===== config.mk =====
export PLATFORM = sky130hd
export DESIGN_NAME = fetch_unit_flat
export DESIGN_NICKNAME = d
export VERILOG_FILES = /design/src/rtl/fetch_if.sv /design/src/rtl/fetch_unit.sv /design/src/flat_wrapper.sv
export SDC_FILE = /design/constraint.sdc
export NUM_CORES = 1
export LEC_CHECK = 0
export CAP_MARGIN = 5
export CORE_MARGIN = 5
export CORE_UTILIZATION = 49
export DETAILED_ROUTE_END_ITERATION = 7
export GPL_ROUTABILITY_DRIVEN = 0
export MAX_ROUTING_LAYER = met4
export PLACE_DENSITY_LB_ADDON = 0.08
export SLEW_MARGIN = 30
export SYNTH_ARGS = -nofsm -noshare
export SYNTH_HDL_FRONTEND = slang
export SYNTH_SLANG_ARGS = --single-unit

===== constraint.sdc =====
create_clock -name clk -period 12 [get_ports clk]
set_clock_uncertainty 0.2 [all_clocks]
set_input_delay 1.2 -clock clk [delete_from_list [all_inputs] [get_ports clk]]
set_output_delay 1.2 -clock clk [all_outputs]
set_load 0.01 [all_outputs]

===== src/rtl/fetch_if.sv =====
// ============================================================================
// fetch_if : fetch-stage bus (instruction memory side and decode side)
// Rev 1.0
// ============================================================================
`default_nettype none

interface fetch_if;
   logic        imem_req;
   logic [31:0] imem_addr;
   logic        imem_ack;
   logic [31:0] imem_rdata;
   logic [31:0] instr;
   logic [5:0]  opcode;
   logic        instr_valid;
   logic        instr_ready;
   logic        branch;
   logic        zero;
   logic [31:0] branch_offset;
   logic [31:0] pc;
   logic [31:0] pc_plus4;
   logic [31:0] retired;

   modport master (
      output imem_req, imem_addr, instr, opcode, instr_valid, pc, pc_plus4, retired,
      input  imem_ack, imem_rdata, instr_ready, branch, zero, branch_offset
   );

   modport slave (
      input  imem_req, imem_addr, instr, opcode, instr_valid, pc, pc_plus4, retired,
      output imem_ack, imem_rdata, instr_ready, branch, zero, branch_offset
   );
endinterface

`default_nettype wire


===== src/rtl/fetch_unit.sv =====
// ============================================================================
// fetch_unit : PC register, imem req/ack fetch and branch next-PC selection
// Rev 1.0
// ============================================================================
`default_nettype none

module fetch_unit #(
   parameter logic [31:0] RESET_PC = 32'h0000_0000
) (
   input  logic     clk,
   input  logic     rst,
   fetch_if.master  bus
);

   typedef enum logic [1:0] {
      IDLE  = 2'd0,
      FETCH = 2'd1,
      HOLD  = 2'd2
   } state_t;

   state_t      state_q;
   logic [31:0] pc_q;
   logic [31:0] instr_q;
   logic [31:0] retired_q;
   logic        imem_req_q;
   logic        instr_valid_q;

   logic [31:0] pc_plus4_w;
   logic [31:0] pc_d;
   logic [31:0] retired_d;

   assign pc_plus4_w = pc_q + 32'd4;
   // Offset is in words; the two bits shifted out of the top are dropped.
   assign pc_d       = (bus.branch & bus.zero) ? (pc_plus4_w + {bus.branch_offset[29:0], 2'b00})
                                               : pc_plus4_w;
   assign retired_d  = retired_q + 32'd1;

   always_ff @(posedge clk) begin
      if (rst) begin
         state_q       <= IDLE;
         pc_q          <= RESET_PC;
         instr_q       <= 32'h0;
         retired_q     <= 32'h0;
         imem_req_q    <= 1'b0;
         instr_valid_q <= 1'b0;
      end else begin
         case (state_q)
            IDLE: begin
               state_q    <= FETCH;
               imem_req_q <= 1'b1;
            end
            FETCH: begin
               if (bus.imem_ack) begin
                  instr_q       <= bus.imem_rdata;
                  state_q       <= HOLD;
                  imem_req_q    <= 1'b0;
                  instr_valid_q <= 1'b1;
               end
            end
            HOLD: begin
               if (bus.instr_ready) begin
                  pc_q          <= pc_d;
                  retired_q     <= retired_d;
                  state_q       <= FETCH;
                  imem_req_q    <= 1'b1;
                  instr_valid_q <= 1'b0;
               end
            end
            default: begin
               state_q       <= IDLE;
               imem_req_q    <= 1'b0;
               instr_valid_q <= 1'b0;
            end
         endcase
      end
   end

   assign bus.imem_req    = imem_req_q;
   assign bus.imem_addr   = pc_q;
   assign bus.instr       = instr_q;
   assign bus.opcode      = instr_q[31:26];
   assign bus.instr_valid = instr_valid_q;
   assign bus.pc          = pc_q;
   assign bus.pc_plus4    = pc_plus4_w;
   assign bus.retired     = retired_q;

endmodule

`default_nettype wire

===== src/flat_wrapper.sv =====
// flat-port wrapper written by rule: the top's interface ports become plain ports
module fetch_unit_flat 
#(
   parameter logic [31:0] RESET_PC = 32'h0000_0000
)
  (clk, rst, bus_imem_req, bus_imem_addr, bus_instr, bus_opcode, bus_instr_valid, bus_pc, bus_pc_plus4, bus_retired, bus_imem_ack, bus_imem_rdata, bus_instr_ready, bus_branch, bus_zero, bus_branch_offset);
  fetch_if bus_i ();
  input  logic clk;
  input  logic rst;
  output wire logic [$bits(bus_i.imem_req)-1:0] bus_imem_req;
  output wire logic [$bits(bus_i.imem_addr)-1:0] bus_imem_addr;
  output wire logic [$bits(bus_i.instr)-1:0] bus_instr;
  output wire logic [$bits(bus_i.opcode)-1:0] bus_opcode;
  output wire logic [$bits(bus_i.instr_valid)-1:0] bus_instr_valid;
  output wire logic [$bits(bus_i.pc)-1:0] bus_pc;
  output wire logic [$bits(bus_i.pc_plus4)-1:0] bus_pc_plus4;
  output wire logic [$bits(bus_i.retired)-1:0] bus_retired;
  input wire logic [$bits(bus_i.imem_ack)-1:0] bus_imem_ack;
  input wire logic [$bits(bus_i.imem_rdata)-1:0] bus_imem_rdata;
  input wire logic [$bits(bus_i.instr_ready)-1:0] bus_instr_ready;
  input wire logic [$bits(bus_i.branch)-1:0] bus_branch;
  input wire logic [$bits(bus_i.zero)-1:0] bus_zero;
  input wire logic [$bits(bus_i.branch_offset)-1:0] bus_branch_offset;
  assign bus_imem_req = bus_i.imem_req;
  assign bus_imem_addr = bus_i.imem_addr;
  assign bus_instr = bus_i.instr;
  assign bus_opcode = bus_i.opcode;
  assign bus_instr_valid = bus_i.instr_valid;
  assign bus_pc = bus_i.pc;
  assign bus_pc_plus4 = bus_i.pc_plus4;
  assign bus_retired = bus_i.retired;
  assign bus_i.imem_ack = bus_imem_ack;
  assign bus_i.imem_rdata = bus_imem_rdata;
  assign bus_i.instr_ready = bus_instr_ready;
  assign bus_i.branch = bus_branch;
  assign bus_i.zero = bus_zero;
  assign bus_i.branch_offset = bus_branch_offset;
  fetch_unit #(.RESET_PC(RESET_PC)) u_core (.clk(clk), .rst(rst), .bus(bus_i));
endmodule

==> impl_metrics.yaml <==
run_status:
  status: "finished clean"
synth:
  ys.flop_type: "dfxtp_1"
  synth_seq_cells: 97
  yosys_warnings: 0
  synth.distinct_cells: 59
  syn_area_per_cell_um2: 7.65
  synth-edff-count: 0
  synthArstFlopShare_pct: 0
  synthCells: 828
  netlist_area_mm2: 0.00634
  seq_area_frac_synth_pct: 30.6
cts:
  numClockSinks: 97
  cts_made_buffers: 9
  cts_root_buf: "clkbuf_16"
  cts_max_path_buffers: 2
  clk_transition_reported_paths_ps: 70
  cts_tree: "built"
  holdBufCountCts: 0
  clock_latency_ps: 340
  cts-htree-levels: 3
  post-cts-setup-buffer-count: 0
  ctsResizeCount: 0
placement:
  io_buffers: 229
  dpl_cell_area_mm2: 0.00845
  hpwl_um: 13700
final_layout:
  diodes: 0
  stdcell_area_mm2: 0.00872
  syn_to_final_growth_pct: 37.6
  postLayoutCoreUtil_pct: 68.8
  multi_input_area_mm2: 0.00390
  layout-drive-gt1-share_pct: 3.48
  fill_cells: 1101
  seqCellArea_mm2: 0.00194
  nNetsFinal: 1110
critical_path:
  crit_path_max_fanout: 7
  crit_arrival_ps: 5280
  end_kind: "register"
  crit_required_ps: 12040
  critPathKind: "register to register"
  start_kind: "register"
  reg2reg_depth: 15
timing:
  slew_viol_final: 0
  fin_crit_sh_pct: 43.7
  rsz0062_at_grt: "no"
  tns_ps: 0
  hold_viol_final: 0
  relSlewSlack_pct: 42.7
  fmax_mhz: 191
  fin_crit_ps: 5250
  setup_viol: 0
  worst_pin_slew_ps: 856
routing:
  ant_nets: 0
  route.vias.total: 6326
  wl_per_cell_um: 15.7
  routed_wl_um: 18600
  drc: 0
  first_pass_iters: 5
  routed_via_density: 5.37
  first_iter_violations: 466
power_and_ir_drop:
  power.density_mw_per_mm2: 83.2
  ir_worst_vdd_v: 0.0000578
  p_leak_nw: 3.32
min_path:
  hold_depth: 2
  hold_path.class: "register to register"
grt:
  overflow: 0
  grt_pass1_wl_um: 29300
  grtUsageTotal_pct: 24.4
  grt_start_max_net_pins: 100
  antenna_found_initial: 0
  grt_pass1_vias: 5841
die:
  io_pins: 238
  core_area_mm2: 0.0127
  fp.dieH_um: 124
  placementRows: 41
  die_w_um: 124
  die_area_mm2: 0.0153
  start_util_pct: 50.0
run:
  drv_cap: 0
-- cell usage after synthesis, types with 6 or more instances --
library cell	number	area, um^2
nand4_1	7	43.8
xnor2_1	33	289
a211oi_1	8	60.1
a221oi_1	7	61.3
dfxtp_1	97	1940
nand2_1	148	556
and3_1	14	87.6
a31oi_1	7	43.8
or3_1	6	37.5
buf_4	42	315
and4_1	7	61.3
ha_1	37	463
a21oi_1	84	420
a21o_1	17	128
o21a_1	6	45.0
nor2_1	74	278
inv_1	15	56.3
xor2_1	41	359
nor3_1	14	70.1
clkbuf_1	29	109
nand3_1	26	130
o21ai_0	38	190
-- stage by stage --
step | power, mW | std cells | setup slack, ps | hold slack [ps]
floorplan | 0.406 | 833 | 7620 | 281
global placement | 0.458 | 1163 | 6870 | 241
detailed placement | 0.460 | 1163 | 6820 | 248
CTS | 0.731 | 1179 | 6790 | 257
global route | 0.754 | 1179 | 6410 | 277
finish | 0.726 | 1179 | 6750 | 253
-- state kept, by name (all words and copies together), names as in the netlist --
name,count
u_core.bus.instr_valid,1
u_core.bus.instr,32
u_core.state_q,2
u_core.bus.retired,32
u_core.bus.imem_addr,30
-- cells in the final DEF, fill, tap and decap left out, types with 4 or more instances in the layout --
cell type and n:
o21ai_0 38, a21oi_1 84, nor2_1 73, dfxtp_1 97, o21bai_1 5, a22oi_1 4
conb_1 6, nand2_1 148, nand3_1 26, and3_1 14, or2_2 4, a311oi_1 5
o21a_1 6, nor3_1 14, and4_1 7, xor2_1 41, a21o_1 17, ha_1 37
nand4_1 7, inv_1 15, a31oi_1 7, a221oi_1 7, nand3b_1 5, or3_1 6
xnor2_1 33, a211oi_1 8, clkbuf_16 9, buf_4 5, clkdlybuf4s50_1 228
-- final timing paths --
path	start	slack, ps	end
min reg2reg	u_core.bus.instr[12]	250	u_core.bus.instr[12]
min	u_core.bus.instr[12]	250	u_core.bus.instr[12]
max reg2reg	u_core.bus.imem_addr[2]	6750	u_core.bus.imem_addr[31]
max	u_core.bus.imem_addr[2]	6750	u_core.bus.imem_addr[31]
-- metal layers --
metal  up-vias  wire length (um)  GRT usage (%)
met1      2888              8210           32.8
met4         0               266           6.44
met2       230              8540           38.0
li1       3189                 -              -
met5         -                 0              -
met3        19              1540           4.18
-- where the power goes --
part / total [mW] / leakage [nW] / internal [mW] / switching [mW]
clock network: 0.273 / 0.132 / 0.143 / 0.130
logic: 0.117 / 2.41 / 0.0599 / 0.0572
registers: 0.336 / 0.785 / 0.329 / 0.00650
total: 0.726 / 3.32 / 0.532 / 0.194
-- kinds of logic after synthesis --
family	Yosys count	synth area share (%)
AO/OA/AOI/OAI	198	18.9
XOR/XNOR	74	10.2
adder cells (fa/ha/maj)	38	7.62
buffers and inverters	91	8.12
flip-flops	97	30.6
multiplexers	2	0.336
other	1	0.0592
AND/OR/NAND/NOR	327	24.1
-- worst max-delay path: stages, from the launching register on --
cell,delay (ps)
dfxtp_1,490
ha_1,310
nand4_1,180
nor3_1,660
and4_1,370
nand2b_1,220
nor3_1,230
xnor2_1,140
ha_1,420
and3_1,260
nand4_1,140
o21ai_0,170
a21oi_1,120
o311ai_0,630
mux2i_1,270
mux2_1,330
-- final cells by class --
class                      instances  area share (%)
multi-input combinational        645            44.7
timing repair buffer             234            26.7
sequential                        97            22.3
clock buffer                      11            2.67
tap                              172            2.47
inverter                          15           0.646
clock inverter                     5           0.474
No activity file was read; power rests on OpenSTA's default activity.
